$ cat src/rtl/axil_cfg_bridge.sv
// AXI4-Lite slave driving a bank of clock-gated, self-masking config registers.
// Writes: AW/W latched independently, one EXEC cycle pulses cfg_en, then B; reads: 1-cycle capture.
module axil_cfg_bridge #(
  parameter int DW   = 32,
  parameter int NREG = 8,
  parameter int AW   = 5
) (
  input  logic                 clk,
  input  logic                 resetn,
  input  logic [AW-1:0]        s_awaddr,
  input  logic                 s_awvalid,
  output logic                 s_awready,
  input  logic [DW-1:0]        s_wdata,
  input  logic [DW/8-1:0]      s_wstrb,
  input  logic                 s_wvalid,
  output logic                 s_wready,
  output logic [1:0]           s_bresp,
  output logic                 s_bvalid,
  input  logic                 s_bready,
  input  logic [AW-1:0]        s_araddr,
  input  logic                 s_arvalid,
  output logic                 s_arready,
  output logic [DW-1:0]        s_rdata,
  output logic [1:0]           s_rresp,
  output logic                 s_rvalid,
  input  logic                 s_rready,
  output logic [DW-1:0]        cfg_wdata,
  output logic [NREG-1:0]      cfg_en,
  output logic                 cfg_clk_en,
  input  logic [NREG*DW-1:0]   cfg_rdata
);

  localparam int          IW     = AW - 2;
  localparam int          SW     = DW / 8;
  localparam int unsigned NREG_U = NREG;

  localparam logic [1:0] RESP_OKAY   = 2'b00;
  localparam logic [1:0] RESP_SLVERR = 2'b10;
  localparam logic [1:0] RESP_DECERR = 2'b11;

  typedef enum logic [2:0] {W_IDLE, W_GOT_AW, W_GOT_W, W_EXEC, W_RESP} wstate_t;
  typedef enum logic       {R_IDLE, R_DATA} rstate_t;

  wstate_t        wstate_q, wstate_d;
  logic [AW-1:0]  awaddr_q, awaddr_d;
  logic [DW-1:0]  wdata_q, wdata_d;
  logic [SW-1:0]  wstrb_q, wstrb_d;
  logic [1:0]     bresp_q, bresp_d;
  logic           clk_en_q;

  rstate_t        rstate_q, rstate_d;
  logic [DW-1:0]  rdata_q, rdata_d;
  logic [1:0]     rresp_q, rresp_d;

  logic [IW-1:0]  w_idx, r_idx;
  logic           w_idx_ok, w_strb_ok, w_legal, r_idx_ok;
  logic [DW-1:0]  rd_sel;

  assign w_idx     = awaddr_q[AW-1:2];
  assign w_idx_ok  = 32'(w_idx) < NREG_U;
  assign w_strb_ok = &wstrb_q;
  assign w_legal   = w_idx_ok && w_strb_ok;

  assign cfg_wdata  = wdata_q;
  assign cfg_clk_en = clk_en_q;
  assign s_bresp    = bresp_q;
  assign s_rdata    = rdata_q;
  assign s_rresp    = rresp_q;

  always_comb begin
    wstate_d  = wstate_q;
    awaddr_d  = awaddr_q;
    wdata_d   = wdata_q;
    wstrb_d   = wstrb_q;
    bresp_d   = bresp_q;
    s_awready = 1'b0;
    s_wready  = 1'b0;
    s_bvalid  = 1'b0;
    cfg_en    = '0;
    case (wstate_q)
      W_IDLE: begin
        s_awready = 1'b1;
        s_wready  = 1'b1;
        if (s_awvalid) awaddr_d = s_awaddr;
        if (s_wvalid) begin
          wdata_d = s_wdata;
          wstrb_d = s_wstrb;
        end
        if (s_awvalid && s_wvalid) wstate_d = W_EXEC;
        else if (s_awvalid)        wstate_d = W_GOT_AW;
        else if (s_wvalid)         wstate_d = W_GOT_W;
      end
      W_GOT_AW: begin
        s_wready = 1'b1;
        if (s_wvalid) begin
          wdata_d  = s_wdata;
          wstrb_d  = s_wstrb;
          wstate_d = W_EXEC;
        end
      end
      W_GOT_W: begin
        s_awready = 1'b1;
        if (s_awvalid) begin
          awaddr_d = s_awaddr;
          wstate_d = W_EXEC;
        end
      end
      W_EXEC: begin
        for (int unsigned k = 0; k < NREG_U; k++) begin
          cfg_en[k] = w_legal && (32'(w_idx) == k);
        end
        // An out-of-range index outranks a partial strobe.
        if (!w_idx_ok)       bresp_d = RESP_DECERR;
        else if (!w_strb_ok) bresp_d = RESP_SLVERR;
        else                 bresp_d = RESP_OKAY;
        wstate_d = W_RESP;
      end
      W_RESP: begin
        s_bvalid = 1'b1;
        if (s_bready) wstate_d = W_IDLE;
      end
      default: wstate_d = W_IDLE;
    endcase
  end

  always_ff @(posedge clk or negedge resetn) begin
    if (!resetn) begin
      wstate_q <= W_IDLE;
      awaddr_q <= '0;
      wdata_q  <= '0;
      wstrb_q  <= '0;
      bresp_q  <= RESP_OKAY;
    end else begin
      wstate_q <= wstate_d;
      awaddr_q <= awaddr_d;
      wdata_q  <= wdata_d;
      wstrb_q  <= wstrb_d;
      bresp_q  <= bresp_d;
    end
  end

  // Falling-edge flop keeps the gate enable glitch-free while clk is high.
  always_ff @(negedge clk or negedge resetn) begin
    if (!resetn) clk_en_q <= 1'b0;
    else         clk_en_q <= (wstate_q == W_EXEC) && w_legal;
  end

  assign r_idx    = s_araddr[AW-1:2];
  assign r_idx_ok = 32'(r_idx) < NREG_U;

  always_comb begin
    rd_sel = '0;
    for (int unsigned k = 0; k < NREG_U; k++) begin
      if (32'(r_idx) == k) rd_sel = cfg_rdata[k*DW +: DW];
    end
  end

  always_comb begin
    rstate_d  = rstate_q;
    rdata_d   = rdata_q;
    rresp_d   = rresp_q;
    s_arready = 1'b0;
    s_rvalid  = 1'b0;
    case (rstate_q)
      R_IDLE: begin
        s_arready = 1'b1;
        if (s_arvalid) begin
          rdata_d  = r_idx_ok ? rd_sel : '0;
          rresp_d  = r_idx_ok ? RESP_OKAY : RESP_DECERR;
          rstate_d = R_DATA;
        end
      end
      R_DATA: begin
        s_rvalid = 1'b1;
        if (s_rready) rstate_d = R_IDLE;
      end
      default: rstate_d = R_IDLE;
    endcase
  end

  always_ff @(posedge clk or negedge resetn) begin
    if (!resetn) begin
      rstate_q <= R_IDLE;
      rdata_q  <= '0;
      rresp_q  <= RESP_OKAY;
    end else begin
      rstate_q <= rstate_d;
      rdata_q  <= rdata_d;
      rresp_q  <= rresp_d;
    end
  end

endmodule
$ cat config.mk
export PLATFORM = sky130hd
export DESIGN_NAME = axil_cfg_bridge
export DESIGN_NICKNAME = d
export VERILOG_FILES = /design/src/rtl/axil_cfg_bridge.sv
export SDC_FILE = /design/constraint.sdc
export NUM_CORES = 1
export LEC_CHECK = 0
export ABC_AREA = 1
export CORE_AREA = 10 10 179 97
export DETAILED_ROUTE_END_ITERATION = 16
export DIE_AREA = 0 0 189 107
export PLACE_DENSITY = 0.85
export SLEW_MARGIN = 25
export SYNTH_ARGS = -nofsm -noshare
export SYNTH_HDL_FRONTEND = slang
export SYNTH_SLANG_ARGS = --single-unit
export TNS_END_PERCENT = 100
$ cat constraint.sdc
create_clock -name clk -period 2.8 [get_ports clk]
set_clock_uncertainty 0.05 [all_clocks]
set_input_delay 0.42 -clock clk [delete_from_list [all_inputs] [get_ports clk]]
set_output_delay 0.42 -clock clk [all_outputs]
set_load 0.02 [all_outputs]
After elaboration in Yosys (flattened, before gate mapping)
Index checks and enable logic that the tools add are counted.
{"block": "word_totals", "register_bits": 80, "latchBits": 0, "mem_bits_rw": 0, "rom_bits": 0, "inputBits": 309, "output_inout_bits": 82, "wordCells": 76, "mem_count": 0}
{"block": "op_classes", "add_sub_neg": 0, "multipliers": 0, "n_div": 0, "order_cmp": 0, "n_eq_ne": 22, "n_shift": 0, "n_mux": 25, "bitwise": 1, "n_reduce_logical": 20}
{"operator": "$mux 32", "n": 8}
{"operator": "$eq 3x3->1 const B", "n": 9}
{"operator": "$eq 3x2->1 const B", "n": 6}
{"operator": "$mux 3", "n": 6}
{"operator": "$pmux 3 s5", "n": 1}
{"operator": "$logic_and 1x1->1", "n": 10}
{"operator": "$eq 3x1->1 const B", "n": 3}
{"operator": "$logic_not 3->1", "n": 3}
{"operator": "$mux 8", "n": 1}
{"operator": "$reduce_and 4->1", "n": 2}
{"operator": "$mux 1", "n": 7}
{"operator": "$ne 2x2->1 const B", "n": 3}
{"operator": "$reduce_and 2->1", "n": 3}
{"operator": "$ne 4x4->1 const B", "n": 1}
{"operator": "$reduce_or 2->1", "n": 2}
{"operator": "$mux 2", "n": 1}
{"operator": "$pmux 1 s2", "n": 1}
{"operator": "$not 1->1", "n": 1}

Logic depth before layout (Yosys ltp)
Gate-level depths: netlist of run 1.
{"block": "depth", "ltp_word": 9, "ltp_mapped": 10, "mapped_depth_nobuf": 8}

==> impl_metrics.yaml, run 1 <==
run_status:
  run_status: "completed"
timing:
  maxSlewViolCount: 0
  totalNegativeSetupSlack_ns: 0
  slew_headroom_pct: 51.7
  rsz0062_at_grt: "false"
  timing.final.hold_violations: 0
  worst_slew_pin_tran_ns: 0.724
  layout_setup_ws_ns: 0.0528
  final-setup-viol-count: 0
cells_and_area:
  proportion_of_layout_cells_with_a_drive_suffix_above_1_pct: 8.31
  num-nets-final: 1435
  layoutNonFillerInstCount: 1329
  filler_cell_count: 1236
  register_area_um2: 1930
  multiInputGateArea_um2: 2760
  antenna_cells: 0
  area_growth_pct: 84.8
global_route:
  grt_first_pass_wirelength_mm: 41.0
  grt_antenna_before_repair: 0
  grt_pass1_vias: 6636
  largest_net_degree_at_the_start_of_global_routing: 77
  grt_remaining_overflow: 0
  gr-usage-all-layers_pct: 26.5
critical_path:
  worstReg2RegEnd: "cfg_clk_en$_DFF_NN0_"
  timing.critical_path.slowest_stage_cell: "sky130_fd_sc_hd__dfrtn_1"
  cell_family_with_the_largest_share_of_critical_path_delay: "flip-flops"
  crit_arrival_ns: 2.28
  crit_path_max_incr_delay_ns: 0.38
  setup.worst_path.class: "reg2out"
  cp.buffers_inverters: 1
  critical_path_required_ns: 2.33
  r2r_setup_slack_ns: 0.52
  worstRegToRegCells: 2
  setup.worst_path.end_class: "primary output"
  path_cells: "buf_2"
  critical_path.max_fanout: 1
  critical_path.startpoint_type: "flip-flop"
  worstReg2RegStart: "wstate_q[0]$_DFFE_PN0P_"
  crit_start: "cfg_clk_en$_DFF_NN0_"
placed_design:
  dpl.hpwl_mm: 23.6
  placedCellCount: 1313
  gp_congestion: 1.05
  port_buffers: 383
  worst_setup_timing_slack_at_the_placement_stage_ns: -0.0468
route:
  vias_per_instance: 5.08
  detail_route.wirelength_mm: 28.5
  drt-pass1-iter-count: 5
  route.antenna.remaining_nets: 0
  total_number_of_vias: 6755
  drt_first_iter_violations: 621
  route.detailed.wl_per_inst_um: 21.4
  remaining_drc_errors: 0
clock_network:
  cts_tree: "done"
  cts_setup_buffers: 0
  clock_sink_count: 77
  cts.reportedPaths.clkPinSlew_ns: 0.06
  htreeDepth: 3
  cts-root-buf: "sky130_fd_sc_hd__clkbuf_16"
  clkLatencyLatePin_ns: 0.34
  cts_hold_buffers: 0
  cts.path.max_buffers: 2
  tritoncts.num_buffers: 9
synthesis:
  synth_top_cells_by_area: "sky130_fd_sc_hd__dfrtp_1 37%, sky130_fd_sc_hd__nand2_1 14%, sky130_fd_sc_hd__nand4_1 8.4%"
  yosys.area.top_type_share_pct: 36.6
  ys_types: 22
  yosysSeqAreaShare_pct: 37.1
  synthesis.area_um2: 5200
  ys_warn_count: 0
  synth_top_area_cell: "sky130_fd_sc_hd__dfrtp_1"
  post_synth_inst_count: 752
  postSynthAreaPerCell_um2: 6.91
  synth.ff_latch_count: 77
die:
  die_area_um2: 20200
  starting_density_of_the_core_pct: 36.5
  die_w_um: 189
  rows: 31
  core_area_um2: 14200
  floorplan.die.height_um: 107
  top_level_ports: 391
pwr:
  ir_worst_vdd_mv: 0.313
  power.density_cell_area_nw_per_um2: 606
  power.leakage_nw: 4.37
worst_hold_path:
  hold_path_class: "in2async"
job:
  max-cap-violations: 0
## synth_stat cells, drive strengths merged
| cell type | n |
|---|---|
| a21oi | 70 |
| dfrtn | 1 |
| a31oi | 1 |
| buf | 30 |
| nand3 | 65 |
| o21ai | 2 |
| nand4 | 70 |
| nor2 | 88 |
| nor3 | 12 |
| nand2 | 200 |
| inv | 79 |
| clkbuf | 20 |
| o22ai | 1 |
| dfrtp | 76 |
| conb | 1 |
| mux2 | 36 |
## cell usage in the layout (no fill, tap or decap), types with 2 or more instances in the layout
cell | synthesis | routed
sky130_fd_sc_hd__nor3_1 | 7 | 7
sky130_fd_sc_hd__inv_2 | 4 | 4
sky130_fd_sc_hd__dlymetal6s2s_1 | 0 | 4
sky130_fd_sc_hd__mux2_2 | 36 | 36
sky130_fd_sc_hd__nor2_1 | 88 | 86
sky130_fd_sc_hd__clkdlybuf4s50_1 | 0 | 377
sky130_fd_sc_hd__dfrtp_1 | 76 | 76
sky130_fd_sc_hd__nand2_1 | 199 | 198
sky130_fd_sc_hd__buf_12 | 0 | 4
sky130_fd_sc_hd__nand4_1 | 70 | 70
sky130_fd_sc_hd__nor2_2 | 0 | 2
sky130_fd_sc_hd__clkbuf_16 | 0 | 9
sky130_fd_sc_hd__a21oi_1 | 70 | 70
sky130_fd_sc_hd__buf_4 | 6 | 24
sky130_fd_sc_hd__conb_1 | 1 | 3
sky130_fd_sc_hd__nor3_4 | 4 | 5
sky130_fd_sc_hd__clkinv_4 | 0 | 2
sky130_fd_sc_hd__nand3_1 | 65 | 65
sky130_fd_sc_hd__o21ai_0 | 2 | 2
sky130_fd_sc_hd__clkinvlp_4 | 0 | 3
sky130_fd_sc_hd__inv_1 | 75 | 75
sky130_fd_sc_hd__nand2_2 | 1 | 2
## cell type report
class,instances,area share [%]
clock inverter,6,0.508
multi-input combinational,548,28.7
timing repair buffer,411,42.7
inverter,79,3.09
clock buffer,10,2.38
tap,198,2.58
sequential,77,20.1
## per-layer routing
layer  track usage (%)  vias to the layer above  share of wire, %
li1                  -                     3222                 -
met1              29.6                     3211                37
met2              51.1                      281                55
met3              5.89                       41               6.5
met4              4.79                        0               1.7
met5                 0                        -                 0
## through the flow
stage | hold WS [ns] | power [W] | util, % | cell area [um^2]
6_report | 0.181 | 0.00583 | 67.5 | 9610
5_1_grt | 0.235 | 0.00612 | 67.5 | 9610
4_1_cts | 0.346 | 0.00586 | 67.4 | 9590
3_5_place_dp | 0.415 | 0.00474 | 65.5 | 9320
3_3_place_gp | 0.412 | 0.00465 | 65.5 | 9320
2_1_floorplan | 0.0744 | 0.00312 | - | 5210
## logic make-up (layout without fill, tap and decap cells)
| logic type | count (synthesis) | in the layout | share of synthesized area (%) |
|---|---|---|---|
| simple gates | 435 | 435 | 37.6 |
| mux | 36 | 36 | 7.80 |
| other cells | 1 | 3 | 0.0721 |
| buf+inv | 129 | 506 | 10.3 |
| compound gates | 74 | 74 | 7.17 |
| flops | 77 | 77 | 37.1 |
## how the worst max path moves through the flow
stage                       endpoint  cells past startpoint  slack, ns
after floorplan           cfg_clk_en                      0       0.46
after global placement    cfg_clk_en                      1      -0.05
after detailed placement  cfg_clk_en                      1      -0.05
after CTS                 cfg_clk_en                      1       0.04
after global routing      cfg_clk_en                      1       0.03
final                     cfg_clk_en                      1       0.05
## flip-flops by register name, summed over array words and instances (netlist names)
signal,cells
s_rdata,32
s_bresp,1
cfg_clk_en,1
wstrb_q,4
wstate_q,3
awaddr_q,3
cfg_wdata,32
rstate_q,1
## power breakdown
part	leakage [nW]	internal, W	total, W	switching, W
logic	3.32	0.00149	0.00292	0.00143
clock network	0.125	0.000607	0.00110	0.000492
registers	0.923	0.00155	0.00181	0.000263
total	4.37	0.00364	0.00583	0.00218
## repair_timing
item | in CTS | in global routing
endpoints found under the hold margin | 0 | 0
endpoints found under the setup margin | 1 | 7
gates resized for setup | 4 | 5
Note: power is estimated with default switching activity, not from simulation.
==> run 2, diff against run 1 <==
--- a/config.mk
+++ b/config.mk
@@ -9,6 +9,8 @@
 export CORE_AREA = 10 10 179 97
 export DETAILED_ROUTE_END_ITERATION = 16
 export DIE_AREA = 0 0 189 107
+export GPL_TIMING_DRIVEN = 0
+export HOLD_SLACK_MARGIN = 0.06
 export PLACE_DENSITY = 0.85
 export SLEW_MARGIN = 25
 export SYNTH_ARGS = -nofsm -noshare
==> run 2 against run 1 <==
Against the previous run: worst setup slack improved by 0.0063 ns; register-to-register slack barely moved; hold slack better by 0.25 ns; critical path depth did not move; wire length increased by 7.7%; total power is 4.9% higher; final cell count rose by 2.0%; sequential power hardly changed; utilization increased by 0.25 points; cell area is 0.38% higher; combinational power barely moved; critical endpoint unchanged.
==> impl_metrics.yaml, run 2 (synthesis results as in run 1) <==
run_status:
  run_status: "completed"
job:
  max-cap-violations: 0
timing:
  slew_headroom_pct: 50.2
  final-setup-viol-count: 0
  worst_slew_pin_tran_ns: 0.747
  rsz0062_at_grt: "false"
  maxSlewViolCount: 0
  timing.final.hold_violations: 0
  totalNegativeSetupSlack_ns: 0
cells_and_area:
  proportion_of_layout_cells_with_a_drive_suffix_above_1_pct: 7.98
  commonest_cells_after_routing_fill_and_taps_aside: "379 x sky130_fd_sc_hd__clkdlybuf4s50_1, 199 x sky130_fd_sc_hd__nand2_1, 87 x sky130_fd_sc_hd__nor2_1, 76 x sky130_fd_sc_hd__dfrtp_1, 75 x sky130_fd_sc_hd__inv_1"
  num-nets-final: 1457
  layout.core_utilization_pct: 67.8
  register_area_um2: 1930
  area_growth_pct: 85.5
  layout_commonest_cell: "sky130_fd_sc_hd__clkdlybuf4s50_1"
  filler_cell_count: 1199
  multiInputGateArea_um2: 2750
route:
  route.detailed.wl_per_inst_um: 22.7
  drt_first_iter_violations: 715
  vias_per_instance: 5.21
  remaining_drc_errors: 0
  drt-pass1-iter-count: 6
  route.antenna.remaining_nets: 0
  total_number_of_vias: 7053
  detail_route.wirelength_mm: 30.7
clock_network:
  cts_tree: "done"
  htreeDepth: 3
  cts_setup_buffers: 0
  clkLatencyLatePin_ns: 0.34
  cts.reportedPaths.clkPinSlew_ns: 0.06
  cts.path.max_buffers: 2
  tritoncts.num_buffers: 9
  cts-root-buf: "sky130_fd_sc_hd__clkbuf_16"
  clock_sink_count: 77
critical_path:
  crit_path_max_incr_delay_ns: 0.39
  setup.worst_path.class: "reg2out"
  critical_path.max_fanout: 1
  timing.critical_path.slowest_stage_cell: "sky130_fd_sc_hd__dfrtn_1"
  critical_path.startpoint_type: "flip-flop"
  cp.buffers_inverters: 1
  cell_family_with_the_largest_share_of_critical_path_delay: "flip-flops"
  path_cells: "buf_4"
  crit_arrival_ns: 2.27
  setup.worst_path.end_class: "primary output"
  critical_path_required_ns: 2.33
global_route:
  grt_pass1_vias: 7013
  largest_net_degree_at_the_start_of_global_routing: 41
  gr-usage-all-layers_pct: 28.7
  grt_remaining_overflow: 0
  grt_first_pass_wirelength_mm: 43.8
  grt_antenna_before_repair: 4
die:
  die_area_um2: 20200
  rows: 31
  core_area_um2: 14200
  floorplan.die.height_um: 107
  top_level_ports: 391
  die_w_um: 189
  starting_density_of_the_core_pct: 36.5
pwr:
  power.density_cell_area_nw_per_um2: 633
  ir_worst_vdd_mv: 0.415
  power.leakage_nw: 4.32
placed_design:
  gp_congestion: 0.980
  port_buffers: 381
  dpl.hpwl_mm: 25.4
worst_hold_path:
  hold_path_class: "reg2reg"
==> run 2: cell types whose count changed in the layout (fill, tap and decap cells not counted), sizes merged <==
cell           previous run  this run
dlygate4sd3               0         1
dlymetal6s2s              4         0
buf                      30        33
bufinv                    0         3
clkbuf                   10        30
diode                     0         4
clkdlybuf4s50           377       379
clkinvlp                  3         1
inv                      80        79
==> run 2: path summary, 6_finish.rpt <==
check                           cells after the start  slack [ns]                    start                       to
min in group asynchronous                           2        0.54                   resetn  wstate_q[2]$_DFFE_PN0P_
worst max-delay path                                1        0.06     cfg_clk_en$_DFF_NN0_               cfg_clk_en
worst min-delay path                                2        0.43  s_rdata[19]$_DFFE_PN0P_  s_rdata[19]$_DFFE_PN0P_
worst max register to register                      3        0.52  wstate_q[2]$_DFFE_PN0P_     cfg_clk_en$_DFF_NN0_
worst min register to register                      2        0.43  s_rdata[19]$_DFFE_PN0P_  s_rdata[19]$_DFFE_PN0P_
max in group asynchronous                           2        0.49                   resetn     cfg_clk_en$_DFF_NN0_
==> run 2: power by group <==
group	switching, W	internal, W
clock network	0.000493	0.000872
registers	0.000265	0.00155
logic	0.00145	0.00148
total	0.00221	0.00390
==> run 2: metal layers <==
layer | routed length [um] | GRT usage [%] | part of all wire [%] | vias to the layer above
li1 | - | - | - | 3271
met1 | 11700 | 33.6 | 38 | 3381
met2 | 16100 | 52.2 | 52 | 341
met3 | 2070 | 5.17 | 6.8 | 60
met4 | 879 | 9.57 | 2.9 | 0
met5 | 0 | 0 | 0 | -
==> run 2: timing repair <==
action	4_1_cts	5_1_grt
setup endpoints to repair	1	6
endpoints found under the hold margin	36	0
hold buffers	1	0
cloned	0	0
resized for setup	4	2
==> run 2: through the flow <==
stage	setup WS [ns]	std cells	instance area [um^2]	power, W	hold WS [ns]
6_report	0.0591	1355	9650	0.00611	0.428
5_1_grt	0.0104	1355	9650	0.00637	0.447
4_1_cts	0.0281	1351	9630	0.00612	0.431
3_5_place_dp	-0.0655	1334	9290	0.00475	0.384
3_3_place_gp	-2.76	1333	9270	0.00465	0.412
2_1_floorplan	0.457	754	5210	0.00312	0.0744
==> run 2: layout make-up <==
class                           instances  share of cell area, %
Tap cell                              198                   2.57
Timing Repair Buffer                  383                   39.8
Clock inverter                          6                   1.15
Multi-Input combinational cell        548                   28.5
Buffer                                 50                   2.45
Sequential cell                        77                   20.0
Antenna cell                            4                  0.104
Clock buffer                           10                   2.37
Inverter                               79                   3.07
==> run 3, diff against run 2 <==
--- a/config.mk
+++ b/config.mk
@@ -12,6 +12,7 @@
 export GPL_TIMING_DRIVEN = 0
 export HOLD_SLACK_MARGIN = 0.06
 export PLACE_DENSITY = 0.85
+export REMOVE_ABC_BUFFERS = 1
 export SLEW_MARGIN = 25
 export SYNTH_ARGS = -nofsm -noshare
 export SYNTH_HDL_FRONTEND = slang
==> run 3 against run 2 <==
Against the previous run: register-to-register slack lost 0.04 ns; final cell count shrank 2.5%; largest cell class unchanged; worst setup slack lost 0.011 ns.
==> impl_metrics.yaml, run 3 (synthesis results as in run 1) <==
critical_path:
  critical_path.startpoint_type: "primary input"
  crit_arrival_ns: 2.97
  worstReg2RegEnd: "cfg_clk_en$_DFF_NN0_"
  cp.buffers_inverters: 4
  r2r_setup_slack_ns: 0.48
  crit_path_max_incr_delay_ns: 0.83
  worstRegToRegCells: 3
  crit_start: "s_araddr[4]"
  critPathMostFrequentCell: "sky130_fd_sc_hd__nand2_1"
  path_cells: "clkdlybuf4s50_1 > inv_4 > nor3_4 > buf_6 > buf_8 > nand2_1 > nand4_1 > nand2_1 > nand2_1"
  setup.worst_path.end_class: "flip-flop"
  critical_path_required_ns: 3.02
  worstReg2RegStart: "wstate_q[2]$_DFFE_PN0P_"
  setup.worst_path.class: "in2reg"
  timing.critical_path.slowest_stage_cell: "sky130_fd_sc_hd__clkdlybuf4s50_1"
  cell_family_with_the_largest_share_of_critical_path_delay: "buffers and inverters"
  critical_path.max_fanout: 68
clock_network:
  cts_tree: "done"
  htreeDepth: 3
  cts.path.max_buffers: 2
  clkLatencyLatePin_ns: 0.33
  cts-root-buf: "sky130_fd_sc_hd__clkbuf_16"
  cts.reportedPaths.clkPinSlew_ns: 0.06
  tritoncts.num_buffers: 9
  clock_sink_count: 77
route:
  detail_route.wirelength_mm: 28.4
  met1Wirelength_mm: 10.0
  dr_wl_met2_mm: 15.6
  drt-pass1-iter-count: 7
  vias_per_instance: 5.09
  total_number_of_vias: 6725
  remaining_drc_errors: 0
  route.detailed.wl_per_inst_um: 21.5
  drt_first_iter_violations: 629
  met3WireLength_mm: 1.95
  route.antenna.remaining_nets: 0
  top_layer_used: "met4"
timing:
  fin_crit_ns: 2.75
  timing.hold.ws_ns: 0.427
  worst_slew_pin_tran_ns: 0.896
  slew_headroom_pct: 40.0
  maximum_clock_frequency_mhz: 363
  timing.final.hold_violations: 0
  maxSlewViolCount: 0
  final-setup-viol-count: 0
  min_period_over_period_pct: 98.3
global_route:
  grt_remaining_overflow: 0
  gr-usage-all-layers_pct: 26.4
  largest_net_degree_at_the_start_of_global_routing: 69
  grt_first_pass_wirelength_mm: 40.9
  grt_antenna_before_repair: 1
  grt_pass1_vias: 6732
cells_and_area:
  area_growth_pct: 85.5
  multiInputGateArea_um2: 2780
  proportion_of_layout_cells_with_a_drive_suffix_above_1_pct: 7.58
  commonest_cells_after_routing_fill_and_taps_aside: "379 x sky130_fd_sc_hd__clkdlybuf4s50_1, 198 x sky130_fd_sc_hd__nand2_1, 86 x sky130_fd_sc_hd__nor2_1, 76 x sky130_fd_sc_hd__dfrtp_1, 75 x sky130_fd_sc_hd__inv_1"
  layout.core_utilization_pct: 67.7
  layout_commonest_cell: "sky130_fd_sc_hd__clkdlybuf4s50_1"
  register_area_um2: 1930
  num-nets-final: 1426
  filler_cell_count: 1232
pwr:
  ir_worst_vdd_mv: 0.357
  power.density_cell_area_nw_per_um2: 612
  power.leakage_nw: 4.32
worst_hold_path:
  hold-path-cell-count: 2
  min_delay_worst_endpoint: "s_rdata[21]$_DFFE_PN0P_"
  hold_path_class: "reg2reg"
  hold_path_startpoint: "s_rdata[21]$_DFFE_PN0P_"
die:
  top_level_ports: 391
  core_area_um2: 14200
  starting_density_of_the_core_pct: 36.5
  die_w_um: 189
  die_area_um2: 20200
  rows: 31
  floorplan.die.height_um: 107
job:
  max-cap-violations: 0
placed_design:
  dpl.hpwl_mm: 22.6
  port_buffers: 383
  gp_congestion: 0.949
run_status:
  run_status: "completed"
==> run 3: changes by cell type in the layout (fill, tap and decap cells not counted), sizes merged <==
| cell | delta |
|---|---|
| clkbuf | -17 |
| buf | -12 |
| diode | -3 |
| bufinv | -2 |
| clkinvlp | -1 |
| dlymetal6s2s | +1 |
==> run 3: worst max path at each step <==
| stage | end | slack [ns] | depth (start not counted) |
|---|---|---|---|
| 6_report | s_rdata[26]$_DFFE_PN0P_ | 0.05 | 9 |
| 5_1_grt | cfg_en[2] | -0.01 | 6 |
| 4_1_cts | s_rdata[15]$_DFFE_PN0P_ | 0.002 | 9 |
| 3_5_place_dp | s_rdata[5]$_DFFE_PN0P_ | -0.96 | 8 |
| 3_3_place_gp | cfg_clk_en$_DFF_NN0_ | -2.86 | 1 |
| 2_1_floorplan | s_rdata[0]$_DFFE_PN0P_ | 0.39 | 5 |
==> run 3: where the power goes <==
group | leakage [nW] | internal [W] | switching (W) | total, W
clock network | 0.150 | 0.000740 | 0.000458 | 0.00120
logic | 3.24 | 0.00149 | 0.00143 | 0.00291
registers | 0.923 | 0.00155 | 0.000244 | 0.00179
==> run 3: per-stage QoR <==
stage / total power [W] / setup WS [ns] / std cells / cell area, um^2 / setup TNS [ns]
floorplan: 0.00308 / 0.385 / 704 / 4970 / 0
global placement: 0.00460 / -2.86 / 1285 / 9050 / -205.19
detailed placement: 0.00471 / -0.961 / 1296 / 9260 / -26.39
CTS: 0.00593 / 0.00164 / 1313 / 9580 / 0
global route: 0.00619 / -0.0129 / 1320 / 9640 / -0.0226
finish: 0.00590 / 0.0478 / 1321 / 9640 / 0
==> run 3: final cells by class <==
class                           count  area share (%)
Inverter                           79            3.23
Antenna cell                        1          0.0260
Timing Repair Buffer              402            42.3
Sequential cell                    77            20.0
Tap cell                          198            2.57
Clock buffer                       13            2.70
Clock inverter                      3           0.454
Multi-Input combinational cell    548            28.8
==> run 3: routing by layer <==
metal | track usage [%] | vias up
met5 | 0 | -
met4 | 8.95 | 0
met2 | 50.1 | 311
li1 | - | 3213
met1 | 28.4 | 3143
met3 | 6.08 | 58
==> run 3: what timing repair did <==
action / CTS / global route
buffers inserted: 0 / 7
pin swaps: 0 / 2
hold buffers: 1 / 0
hold endpoints to repair: 36 / 0
resized for setup: 9 / 3
endpoints found under the setup margin: 33 / 39
==> run 3: worst reg2reg max path, stage by stage (launching register included) <==
cell and delay, ns:
sky130_fd_sc_hd__dfrtp_1 0.37, sky130_fd_sc_hd__inv_1 0.09, sky130_fd_sc_hd__nand3_1 0.14, sky130_fd_sc_hd__nor2_2 0.27
